$ cat src/rtl/tt_um_jleugeri_ticktocktokens_ioseq_pkg.sv
// Shared types for the token-network host I/O sequencer: FSM state encoding
// and bit positions of the core's start/stop pair.
package tt_um_jleugeri_ticktocktokens_pkg;

  typedef enum logic [2:0] {
    IDLE,
    INJECT,
    TOCK,
    WAIT,
    COLLECT
  } ioseq_state_t;

  localparam int START_BIT = 0;
  localparam int STOP_BIT  = 1;

endpackage

$ cat src/rtl/tt_um_jleugeri_ticktocktokens_ioseq_if.sv
// Sequencer <-> token-network core bus. The sequencer is master (drives hold,
// slow clock, tokens and processor id); the core answers with done/start-stop.
interface tt_um_jleugeri_ticktocktokens_ioseq_if #(
  parameter int TOKENS_BITS = 8,
  parameter int PID_BITS    = 4
);
  logic                   core_hold;
  logic                   core_clock_slow;
  logic [TOKENS_BITS-1:0] core_tokens_in;
  logic [PID_BITS-1:0]    core_processor_id;
  logic                   core_done;
  logic [1:0]             core_token_startstop;

  modport master (
    output core_hold, core_clock_slow, core_tokens_in, core_processor_id,
    input  core_done, core_token_startstop
  );

  modport slave (
    input  core_hold, core_clock_slow, core_tokens_in, core_processor_id,
    output core_done, core_token_startstop
  );
endinterface

$ cat src/rtl/tt_um_jleugeri_ticktocktokens_ioseq_tickgen.sv
// Tick request generator: programmable divider while running, single-step
// otherwise, a one-deep pending flag and a sticky overrun flag.
module tt_um_jleugeri_ticktocktokens_tickgen #(
  parameter int DIV_BITS = 8
) (
  input  logic                clk,
  input  logic                rst_n,
  input  logic                run_en,
  input  logic                step,
  input  logic [DIV_BITS-1:0] div_value,
  input  logic                clr_flags,
  input  logic                take,
  output logic                tick_pending,
  output logic                overrun
);

  logic [DIV_BITS-1:0] div_cnt;
  logic                div_hit;
  logic                req;

  assign div_hit = (div_cnt == div_value);
  assign req     = run_en ? div_hit : step;

  always_ff @(posedge clk) begin
    if (!rst_n) begin
      div_cnt      <= '0;
      tick_pending <= 1'b0;
      overrun      <= 1'b0;
    end else begin
      if (!run_en || div_hit) div_cnt <= '0;
      else                    div_cnt <= div_cnt + 1'b1;
      // A request landing in the same cycle as the FSM pickup re-arms pending.
      tick_pending <= req | (tick_pending & ~take);
      if (req && tick_pending) overrun <= 1'b1;
      else if (clr_flags)      overrun <= 1'b0;
    end
  end

endmodule

$ cat src/rtl/tt_um_jleugeri_ticktocktokens_ioseq.sv
// Host-side I/O sequencer: inject -> tock -> wait done -> collect per tick.
// Optional macro TTT_IOSEQ_EVENT_COUNT_EN builds the saturating start-event counter.
module tt_um_jleugeri_ticktocktokens_ioseq
  import tt_um_jleugeri_ticktocktokens_pkg::*;
#(
  parameter int NUM_PROCESSORS = 10,
  parameter int TOKENS_BITS    = 8,
  parameter int DIV_BITS       = 8,
  parameter int TIMEOUT_BITS   = 8,
  parameter int PID_BITS       = $clog2(NUM_PROCESSORS)
) (
  input  logic                   clk,
  input  logic                   rst_n,
  input  logic                   run_en,
  input  logic                   step,
  input  logic [DIV_BITS-1:0]    div_value,
  input  logic                   clr_flags,
  input  logic                   inj_we,
  input  logic [PID_BITS-1:0]    inj_addr,
  input  logic [TOKENS_BITS-1:0] inj_data,
  input  logic [PID_BITS-1:0]    rd_addr,
  output logic [1:0]             rd_data,
  output logic                   busy,
  output logic                   overrun,
  output logic                   timeout,
  output logic [7:0]             tick_count,
  output logic [15:0]            evt_count,
  tt_um_jleugeri_ticktocktokens_ioseq_if.master core
);

  localparam logic [PID_BITS-1:0]     LAST_PID  = PID_BITS'(NUM_PROCESSORS - 1);
  localparam logic [TIMEOUT_BITS-1:0] WDOG_LAST = ~TIMEOUT_BITS'(1);

  ioseq_state_t           state;
  logic [PID_BITS-1:0]    pid;
  logic [PID_BITS-1:0]    inj_sel;
  logic [TOKENS_BITS-1:0] tokens;
  logic                   hold;
  logic                   slow;
  logic [TIMEOUT_BITS-1:0] wdog;
  logic                   tick_pending;
  logic                   take;
  logic                   load_inj;
  logic [TOKENS_BITS-1:0] inj [NUM_PROCESSORS];
  logic [1:0]             ss  [NUM_PROCESSORS];

  tt_um_jleugeri_ticktocktokens_tickgen #(.DIV_BITS(DIV_BITS)) u_tickgen (
    .clk          (clk),
    .rst_n        (rst_n),
    .run_en       (run_en),
    .step         (step),
    .div_value    (div_value),
    .clr_flags    (clr_flags),
    .take         (take),
    .tick_pending (tick_pending),
    .overrun      (overrun)
  );

  // Token outputs are registered, so the bank is read one entry ahead of pid.
  assign take     = (state == IDLE) && tick_pending;
  assign load_inj = take || ((state == INJECT) && (pid != LAST_PID));
  assign inj_sel  = (state == IDLE) ? '0 : pid + 1'b1;
  assign busy     = (state != IDLE);

  assign core.core_hold         = hold;
  assign core.core_clock_slow   = slow;
  assign core.core_tokens_in    = tokens;
  assign core.core_processor_id = pid;

  always_ff @(posedge clk) begin
    if (!rst_n) begin
      for (int i = 0; i < NUM_PROCESSORS; i++) inj[i] <= '0;
    end else begin
      if (load_inj) inj[inj_sel] <= '0;
      // Host write issued after the clear so it survives to the next tick.
      if (inj_we && (inj_addr <= LAST_PID)) inj[inj_addr] <= inj_data;
    end
  end

  always_ff @(posedge clk) begin
    if (!rst_n) begin
      state      <= IDLE;
      hold       <= 1'b1;
      slow       <= 1'b0;
      tokens     <= '0;
      pid        <= '0;
      wdog       <= '0;
      timeout    <= 1'b0;
      tick_count <= '0;
    end else begin
      slow <= 1'b0;
      if (clr_flags) timeout <= 1'b0;
      case (state)
        IDLE: begin
          if (tick_pending) begin
            state  <= INJECT;
            hold   <= 1'b0;
            pid    <= '0;
            tokens <= inj[inj_sel];
          end
        end
        INJECT: begin
          if (pid == LAST_PID) begin
            state  <= TOCK;
            slow   <= 1'b1;
            tokens <= '0;
          end else begin
            pid    <= pid + 1'b1;
            tokens <= inj[inj_sel];
          end
        end
        TOCK: begin
          state <= WAIT;
          wdog  <= '0;
        end
        WAIT: begin
          wdog <= wdog + 1'b1;
          if (core.core_done || (wdog == WDOG_LAST)) begin
            if (!core.core_done) timeout <= 1'b1;
            state <= COLLECT;
            hold  <= 1'b1;
            pid   <= '0;
          end
        end
        COLLECT: begin
          if (pid == LAST_PID) begin
            state      <= IDLE;
            pid        <= '0;
            tick_count <= tick_count + 8'd1;
          end else begin
            pid <= pid + 1'b1;
          end
        end
        default: state <= IDLE;
      endcase
    end
  end

  always_ff @(posedge clk) begin
    if (!rst_n) begin
      for (int i = 0; i < NUM_PROCESSORS; i++) ss[i] <= 2'b00;
      rd_data <= 2'b00;
    end else begin
      rd_data <= (rd_addr <= LAST_PID) ? ss[rd_addr] : 2'b00;
      if (state == COLLECT)
        ss[pid] <= {core.core_token_startstop[STOP_BIT], core.core_token_startstop[START_BIT]};
    end
  end

`ifdef TTT_IOSEQ_EVENT_COUNT_EN
  function automatic logic [15:0] sat_inc(input logic [15:0] v);
    return (&v) ? v : v + 16'd1;
  endfunction

  logic [15:0] evt_q;

  always_ff @(posedge clk) begin
    if (!rst_n)         evt_q <= '0;
    else if (clr_flags) evt_q <= '0;
    else if ((state == COLLECT) && core.core_token_startstop[START_BIT])
      evt_q <= sat_inc(evt_q);
  end

  assign evt_count = evt_q;
`else
  assign evt_count = '0;
`endif

endmodule

$ cat src/flat_wrapper.sv
// flat-port wrapper written by rule: the top's interface ports become plain ports
module tt_um_jleugeri_ticktocktokens_ioseq_flat import tt_um_jleugeri_ticktocktokens_pkg::*;
#(
  parameter int NUM_PROCESSORS = 10,
  parameter int TOKENS_BITS    = 8,
  parameter int DIV_BITS       = 8,
  parameter int TIMEOUT_BITS   = 8,
  parameter int PID_BITS       = $clog2(NUM_PROCESSORS)
)
  (clk, rst_n, run_en, step, div_value, clr_flags, inj_we, inj_addr, inj_data, rd_addr, rd_data, busy, overrun, timeout, tick_count, evt_count, core_core_hold, core_core_clock_slow, core_core_tokens_in, core_core_processor_id, core_core_done, core_core_token_startstop);
  tt_um_jleugeri_ticktocktokens_ioseq_if #(.TOKENS_BITS(TOKENS_BITS), .PID_BITS(PID_BITS)) core_i ();
  input  logic clk;
  input  logic rst_n;
  input  logic run_en;
  input  logic step;
  input  logic [DIV_BITS-1:0] div_value;
  input  logic clr_flags;
  input  logic inj_we;
  input  logic [PID_BITS-1:0] inj_addr;
  input  logic [TOKENS_BITS-1:0] inj_data;
  input  logic [PID_BITS-1:0] rd_addr;
  output logic [1:0] rd_data;
  output logic busy;
  output logic overrun;
  output logic timeout;
  output logic [7:0] tick_count;
  output logic [15:0] evt_count;
  output wire logic [$bits(core_i.core_hold)-1:0] core_core_hold;
  output wire logic [$bits(core_i.core_clock_slow)-1:0] core_core_clock_slow;
  output wire logic [$bits(core_i.core_tokens_in)-1:0] core_core_tokens_in;
  output wire logic [$bits(core_i.core_processor_id)-1:0] core_core_processor_id;
  input wire logic [$bits(core_i.core_done)-1:0] core_core_done;
  input wire logic [$bits(core_i.core_token_startstop)-1:0] core_core_token_startstop;
  assign core_core_hold = core_i.core_hold;
  assign core_core_clock_slow = core_i.core_clock_slow;
  assign core_core_tokens_in = core_i.core_tokens_in;
  assign core_core_processor_id = core_i.core_processor_id;
  assign core_i.core_done = core_core_done;
  assign core_i.core_token_startstop = core_core_token_startstop;
  tt_um_jleugeri_ticktocktokens_ioseq #(.NUM_PROCESSORS(NUM_PROCESSORS), .TOKENS_BITS(TOKENS_BITS), .DIV_BITS(DIV_BITS), .TIMEOUT_BITS(TIMEOUT_BITS), .PID_BITS(PID_BITS)) u_core (.clk(clk), .rst_n(rst_n), .run_en(run_en), .step(step), .div_value(div_value), .clr_flags(clr_flags), .inj_we(inj_we), .inj_addr(inj_addr), .inj_data(inj_data), .rd_addr(rd_addr), .rd_data(rd_data), .busy(busy), .overrun(overrun), .timeout(timeout), .tick_count(tick_count), .evt_count(evt_count), .core(core_i));
endmodule
$ cat config.mk
export PLATFORM = sky130hd
export DESIGN_NAME = tt_um_jleugeri_ticktocktokens_ioseq_flat
export DESIGN_NICKNAME = d
export VERILOG_FILES = /design/src/rtl/tt_um_jleugeri_ticktocktokens_ioseq_pkg.sv /design/src/rtl/tt_um_jleugeri_ticktocktokens_ioseq_if.sv /design/src/rtl/tt_um_jleugeri_ticktocktokens_ioseq_tickgen.sv /design/src/rtl/tt_um_jleugeri_ticktocktokens_ioseq.sv /design/src/flat_wrapper.sv
export SDC_FILE = /design/constraint.sdc
export NUM_CORES = 1
export LEC_CHECK = 0
export BUFFER_PORTS_ARGS = -buffer_cell sky130_fd_sc_hd__buf_2
export CAP_MARGIN = 20
export CORE_ASPECT_RATIO = 0.5
export CORE_UTILIZATION = 39
export DETAILED_ROUTE_END_ITERATION = 6
export GPL_TIMING_DRIVEN = 0
export PLACE_DENSITY = 0.52
export SLEW_MARGIN = 25
export SYNTH_ARGS = -nofsm -noshare
export SYNTH_HDL_FRONTEND = slang
export SYNTH_SLANG_ARGS = --single-unit
$ cat constraint.sdc
create_clock -name clk -period 3.96 [get_ports clk]
set_input_delay 0.792 -clock clk [delete_from_list [all_inputs] [get_ports clk]]
set_output_delay 0.792 -clock clk [all_outputs]
set_load 0.02 [all_outputs]
==> flow_summary.yaml, run 1 <==
route:
  drcViolationCount: 0
  route.top_layer_used: "met4"
  wl_met3_um: 992
  antenna_left: 0
  routedWlPerCell_um: 18.1
  routed_wl_um: 22500
  drt_iter0_drc: 551
  drt-vias-per-instance: 5.01
  vias: 6233
  wl_met1_um: 11400
  wl_met2_um: 9400
  firstDrtPassIters: 5
timing:
  worst_slew_pin_slew_ns: 0.961
  fin_crit_sh_pct: 93.3
  slew-limit-headroom_pct: 36.0
  setup_tns_ns: 0
  finClkSkew_ns: 0.00979
  finalHoldViolCount: 0
  maxSlewViolCount: 0
  min_period_ns: 3.69
  fin_ws_ns: 0.267
  setup_viol_count_final: 0
  rsz0062_at_grt: "false"
  fmax_mhz: 271
synth:
  synth-seq-cells: 194
  syn_inst: 780
  synth-edff-count: 148
  avgSynthCellArea_um2: 11.7
  ys_warn_count: 0
  async_reset_ff_share_pct: 0
  yosysSeqAreaShare_pct: 58.7
  synth.distinct_cells: 63
  yosys_most_used_dff: "edfxtp_1"
  syn_area_um2: 9140
clocking:
  htree_levels: 4
  root_buffer: "clkbuf_16"
  post_cts_resized: 0
  ctsHoldBuffers: 0
  insertion_delay_ns: 0.45
  numCtsBuffers: 17
  clockBufferDepth: 2
  post_cts.repair.setup_buffers: 0
  cts.sinks: 194
  clk_pin_slew_worst_paths_ns: 0.07
  cts_tree: "yes"
global_routing:
  grt_pass1_wl_um: 34800
  grt_pass1_vias: 6055
  grt_usage_pct: 20.0
  grt.overflow.total: 0
  antenna_found_initial: 0
  grt_max_degree: 18
die:
  start_util_pct: 39.9
  dieArea_um2: 24100
  io_pins: 76
  die_x_um: 218
  fp.dieH_um: 110
  core-area_um2: 22900
  rows: 39
finish:
  diodes: 0
  syn_to_final_growth_pct: 16.8
  nNetsFinal: 962
  drive_gt1_share_pct: 16.0
power_and_ir_drop:
  p_leak_nw: 3.93
  vdd_drop_max_mv: 0.292
  p_per_area_nw_per_um2: 396
job:
  max_cap_viol_count: 0
placed_design:
  port_buffers: 58
  hpwlAfterDp_um: 16300
  gp_congestion: 0.867
  pre_cts_slack_ns: 0.299
worst_setup_path:
  crit_fanout: 10
  critPathKind: "flop to flop"
  worstPathRequired_ns: 4.03
  r2r_start: "u_core.core.core_processor_id[1]"
  cp.arrival_ns: 3.77
  start_kind: "flop"
  crit_path_start: "u_core.core.core_processor_id[1]"
  end_kind: "flop"
worst_hold_path:
  hold_class: "flop to flop"
  hp-start: "u_core.u_tickgen.overrun"
run_status:
  status: "complete, no violations"
cell usage in the layout (no fill, tap or decap), drive strengths merged, types with 3 or more instances in the layout:
| cell type | instances |
|---|---|
| a21boi | 9 |
| a21oi | 17 |
| a31oi | 4 |
| and2 | 91 |
| and3 | 4 |
| and3b | 3 |
| buf | 93 |
| clkbuf | 42 |
| clkinv | 5 |
| clkinvlp | 3 |
| conb | 64 |
| dfxtp | 46 |
| edfxtp | 148 |
| ha | 6 |
| inv | 18 |
| mux2 | 7 |
| mux2i | 36 |
| mux4 | 5 |
| nand2 | 68 |
| nand2b | 4 |
| nand3 | 15 |
| nand3b | 6 |
| nand4 | 4 |
| nor2 | 52 |
| nor2b | 18 |
| nor3 | 20 |
| nor4 | 4 |
| o2111ai | 7 |
| o211ai | 10 |
| o21ai | 30 |
| o221ai | 13 |
| o22a | 8 |
| o22ai | 12 |
| o2bb2a | 7 |
| o311ai | 4 |
| or3 | 10 |
| xnor2 | 7 |
| xor2 | 15 |
area by class of cell:
cell class,count,area [um^2]
clock buffers,18,429
well taps,307,384
flip-flops and latches,194,5370
repair buffers,61,308
inverters,13,48.8
plain buffers,56,305
multi-input cells,580,3700
fillers,2117,12200
clock inverters,14,129
synthesized netlist by cell type (all sizes together), types with 9 or more instances:
master / n / area share (%)
o211ai: 10 / 0.82
nand3: 15 / 0.82
and2: 91 / 6.2
mux2i: 36 / 3.9
or3: 10 / 0.68
nor2b: 18 / 1.2
buf: 32 / 2.4
o22ai: 12 / 0.82
inv: 13 / 0.53
edfxtp: 148 / 49
o21ai: 30 / 1.6
a21oi: 17 / 0.93
nor2: 52 / 2.2
a21boi: 9 / 0.74
clkbuf: 24 / 0.99
nor3: 20 / 1.2
xor2: 15 / 1.4
nand2: 68 / 2.8
dfxtp: 46 / 10
o221ai: 13 / 1.2
registers in the layout, indices dropped and copies added, names as in the netlist:
signal and flops:
u_core.core.core_hold 1, u_core.state 3, u_core.core.core_clock_slow 1, u_core.rd_data 2
u_core.tick_count 8, u_core.core.core_tokens_in 8, u_core.core.core_processor_id 4, u_core.u_tickgen.tick_pending 1
u_core.u_tickgen.div_cnt 8, u_core.inj 128, u_core.timeout 1, u_core.u_tickgen.overrun 1
u_core.ss 20, u_core.wdog 8
where the power goes:
part / leakage [nW] / internal (W) / switching (W)
Sequential: 1.80 / 0.00225 / 0.0000208
Clock: 0.266 / 0.000875 / 0.000803
Combinational: 1.86 / 0.0000997 / 0.000183
Total: 3.93 / 0.00322 / 0.00101
worst paths after layout:
| path | end | cells past startpoint | slack (ns) |
|---|---|---|---|
| setup reg to reg | u_core.inj[8][0] | 7 | 0.27 |
| hold reg to reg | u_core.u_tickgen.overrun | 2 | 0.47 |
| setup / recovery | u_core.inj[8][0] | 7 | 0.27 |
| hold / removal | u_core.u_tickgen.overrun | 2 | 0.47 |
kinds of logic (layout without fill, tap and decap cells):
family | count (synthesis) | after routing | synth area share, %
and+or+nand+nor | 307 | 307 | 18.0
DFF | 194 | 194 | 58.7
AOI/OAI and AO/OA | 133 | 133 | 10.4
buffers and inverters | 69 | 162 | 3.88
muxes | 48 | 48 | 6.04
xor gates and xnor gates | 22 | 22 | 2.11
adders and majority gates | 6 | 6 | 0.822
other | 1 | 64 | 0.0410
critical path: stages (launching register included):
cell and delay (ns):
dfxtp_1 0.44, clkbuf_1 0.31, inv_1 0.12, ha_1 0.44, buf_2 0.37, clkbuf_1 0.47, a21oi_1 0.34, o221ai_1 0.82
metal layers:
metal | vias up | global-route usage (%)
li1 | 3058 | -
met3 | 36 | 3.73
met5 | - | 0
met2 | 145 | 28.5
met4 | 0 | 10.7
met1 | 2994 | 28.8
metrics by stage:
stage / cells / util [%] / hold slack (ns) / area, um^2 / power, W
2_1_floorplan: 843 / - / 0.436 / 9370 / 0.00249
3_3_place_gp: 1208 / 43.9 / 0.455 / 10000 / 0.00259
3_5_place_dp: 1211 / 44.1 / 0.458 / 10100 / 0.00260
4_1_cts: 1243 / 46.6 / 0.471 / 10700 / 0.00427
5_1_grt: 1243 / 46.6 / 0.493 / 10700 / 0.00438
6_report: 1243 / 46.6 / 0.465 / 10700 / 0.00423
No activity file was read; power rests on OpenSTA's default activity.
==> run 2: changes to the inputs <==
--- a/config.mk
+++ b/config.mk
@@ -7,11 +7,14 @@
 export LEC_CHECK = 0
 export BUFFER_PORTS_ARGS = -buffer_cell sky130_fd_sc_hd__buf_2
 export CAP_MARGIN = 20
+export CELL_PAD_IN_SITES_DETAIL_PLACEMENT = 1
+export CELL_PAD_IN_SITES_GLOBAL_PLACEMENT = 1
 export CORE_ASPECT_RATIO = 0.5
 export CORE_UTILIZATION = 39
 export DETAILED_ROUTE_END_ITERATION = 6
 export GPL_TIMING_DRIVEN = 0
-export PLACE_DENSITY = 0.52
+export PLACE_DENSITY = 0.62
+export RECOVER_POWER = 50
 export SLEW_MARGIN = 25
 export SYNTH_ARGS = -nofsm -noshare
 export SYNTH_HDL_FRONTEND = slang
==> run 2 against run 1 <==
Combinational power hardly changed. Sequential share of layout area hardly changed. Worst setup slack worse by 0.0041 ns. Clock power is 10% higher. Largest power group unchanged. Critical path type unchanged. Utilization hardly changed. Total power is 4.0% higher.
==> flow_summary.yaml, run 2 (synthesis gave the netlist of run 1 again) <==
route:
  drt_iter0_drc: 412
  routedWlPerCell_um: 19.7
  wl_met1_um: 12100
  drcViolationCount: 0
  drt-vias-per-instance: 5.17
  route.top_layer_used: "met4"
  wl_met2_um: 11000
  wl_met3_um: 1030
  routed_wl_um: 24500
  vias: 6422
  antenna_left: 0
  firstDrtPassIters: 7
worst_setup_path:
  crit_family: "buffers and inverters"
  crit_chain: "clkbuf_1 > inv_1 > ha_1 > buf_2 > clkbuf_1 > a21oi_1 > o211ai_1"
  critPathKind: "flop to flop"
  crit_fanout: 10
  max_stage_delay_ns: 0.83
  path_common_cell: "clkbuf_1"
  cp.arrival_ns: 3.76
  end_kind: "flop"
  start_kind: "flop"
  cpMaxStageDelayCell: "o211ai_1"
  worstPathRequired_ns: 4.03
  path_buf_inv: 4
clocking:
  htree_levels: 4
  cts.sinks: 194
  root_buffer: "clkbuf_16"
  post_cts.repair.setup_buffers: 0
  cts_tree: "yes"
  numCtsBuffers: 17
  clk_pin_slew_worst_paths_ns: 0.07
  insertion_delay_ns: 0.45
  clockBufferDepth: 2
  ctsHoldBuffers: 0
  post_cts_resized: 0
placed_design:
  port_buffers: 58
  gp_congestion: 0.881
  hpwlAfterDp_um: 17900
  dp_cells: 1210
timing:
  fmax_mhz: 270
  hold_ws_ns: 0.473
  setup_tns_ns: 0
  fin_crit_sh_pct: 93.4
  setup_viol_count_final: 0
  finalHoldViolCount: 0
  maxSlewViolCount: 0
  finClkSkew_ns: 0.00755
  worst_slew_pin_slew_ns: 1.12
  min_period_ns: 3.70
  rsz0062_at_grt: "false"
  slew-limit-headroom_pct: 25.0
die:
  die_x_um: 218
  rows: 39
  core-area_um2: 22900
  dieArea_um2: 24100
  start_util_pct: 39.9
  fp.dieH_um: 110
  io_pins: 76
global_routing:
  antenna_found_initial: 0
  grt_pass1_wl_um: 37500
  grt_pass1_vias: 6444
  grt_max_degree: 17
  grt_usage_pct: 21.4
  grt.overflow.total: 0
finish:
  diodes: 0
  nFillCells: 2484
  final_cells: 1242
  final_common_cell: "edfxtp_1"
  largest_register: "u_core.inj"
  final_cell_mix: "edfxtp_1, and2_0, nand2_1"
  top_regs: "u_core.inj: 128 flops, u_core.ss: 20 flops"
  largest_reg_flops: 128
  syn_to_final_growth_pct: 16.7
  nNetsFinal: 961
  drive_gt1_share_pct: 12.2
worst_hold_path:
  hold_class: "flop to flop"
power_and_ir_drop:
  finalPower_w: 0.00440
  p_leak_nw: 3.74
  vdd_drop_max_mv: 0.231
  p_per_area_nw_per_um2: 413
run_status:
  status: "complete, no violations"
job:
  max_cap_viol_count: 0
==> run 2: per-layer routing <==
layer	vias to the layer above	track usage [%]
li1	3050	-
met1	3228	29.6
met2	118	33.4
met3	26	4.99
met4	0	6.74
met5	-	0
==> run 2: report_power, final <==
group	switching (W)	internal, W	leakage (nW)
combinational	0.000188	0.0000957	1.64
clock	0.000758	0.00109	0.298
sequential	0.0000233	0.00225	1.80
total	0.000969	0.00343	3.74
==> run 2: worst reg2reg max path: cells and delay by family, from the launching register on <==
family / cells / cell delay (ns)
buf+inv: 4 / 1.27
compound gates: 2 / 1.18
fa+ha+maj: 1 / 0.44
flops: 1 / 0.42
==> run 2: area by class of cell <==
| type | count | area (um^2) | share of cell area [%] |
|---|---|---|---|
| plain buffers | 56 | 304 | 2.85 |
| repair buffers | 60 | 267 | 2.50 |
| flip-flops and latches | 194 | 5370 | 50.3 |
| clock buffers | 22 | 464 | 4.35 |
| multi-input cells | 580 | 3670 | 34.4 |
| inverters | 13 | 48.8 | 0.458 |
| clock inverters | 10 | 158 | 1.48 |
| well taps | 307 | 384 | 3.60 |
==> run 2: through the flow <==
step           utilization, %  worst slack, ns  cell area (um^2)
2_1_floorplan               -            0.884              9370
5_1_grt                  46.6           0.0388             10700
4_1_cts                  46.8            0.270             10700
3_5_place_dp             44.1            0.275             10100
6_report                 46.6            0.263             10700
3_3_place_gp             43.9            0.146             10000
==> run 2: worst paths after layout <==
path	cells after the start	to	slack, ns	startpoint
max	7	u_core.inj[0][1]	0.26	u_core.core.core_processor_id[1]
min	2	u_core.u_tickgen.overrun	0.47	u_core.u_tickgen.overrun
max reg2reg	7	u_core.inj[0][1]	0.26	u_core.core.core_processor_id[1]
min reg2reg	2	u_core.u_tickgen.overrun	0.47	u_core.u_tickgen.overrun
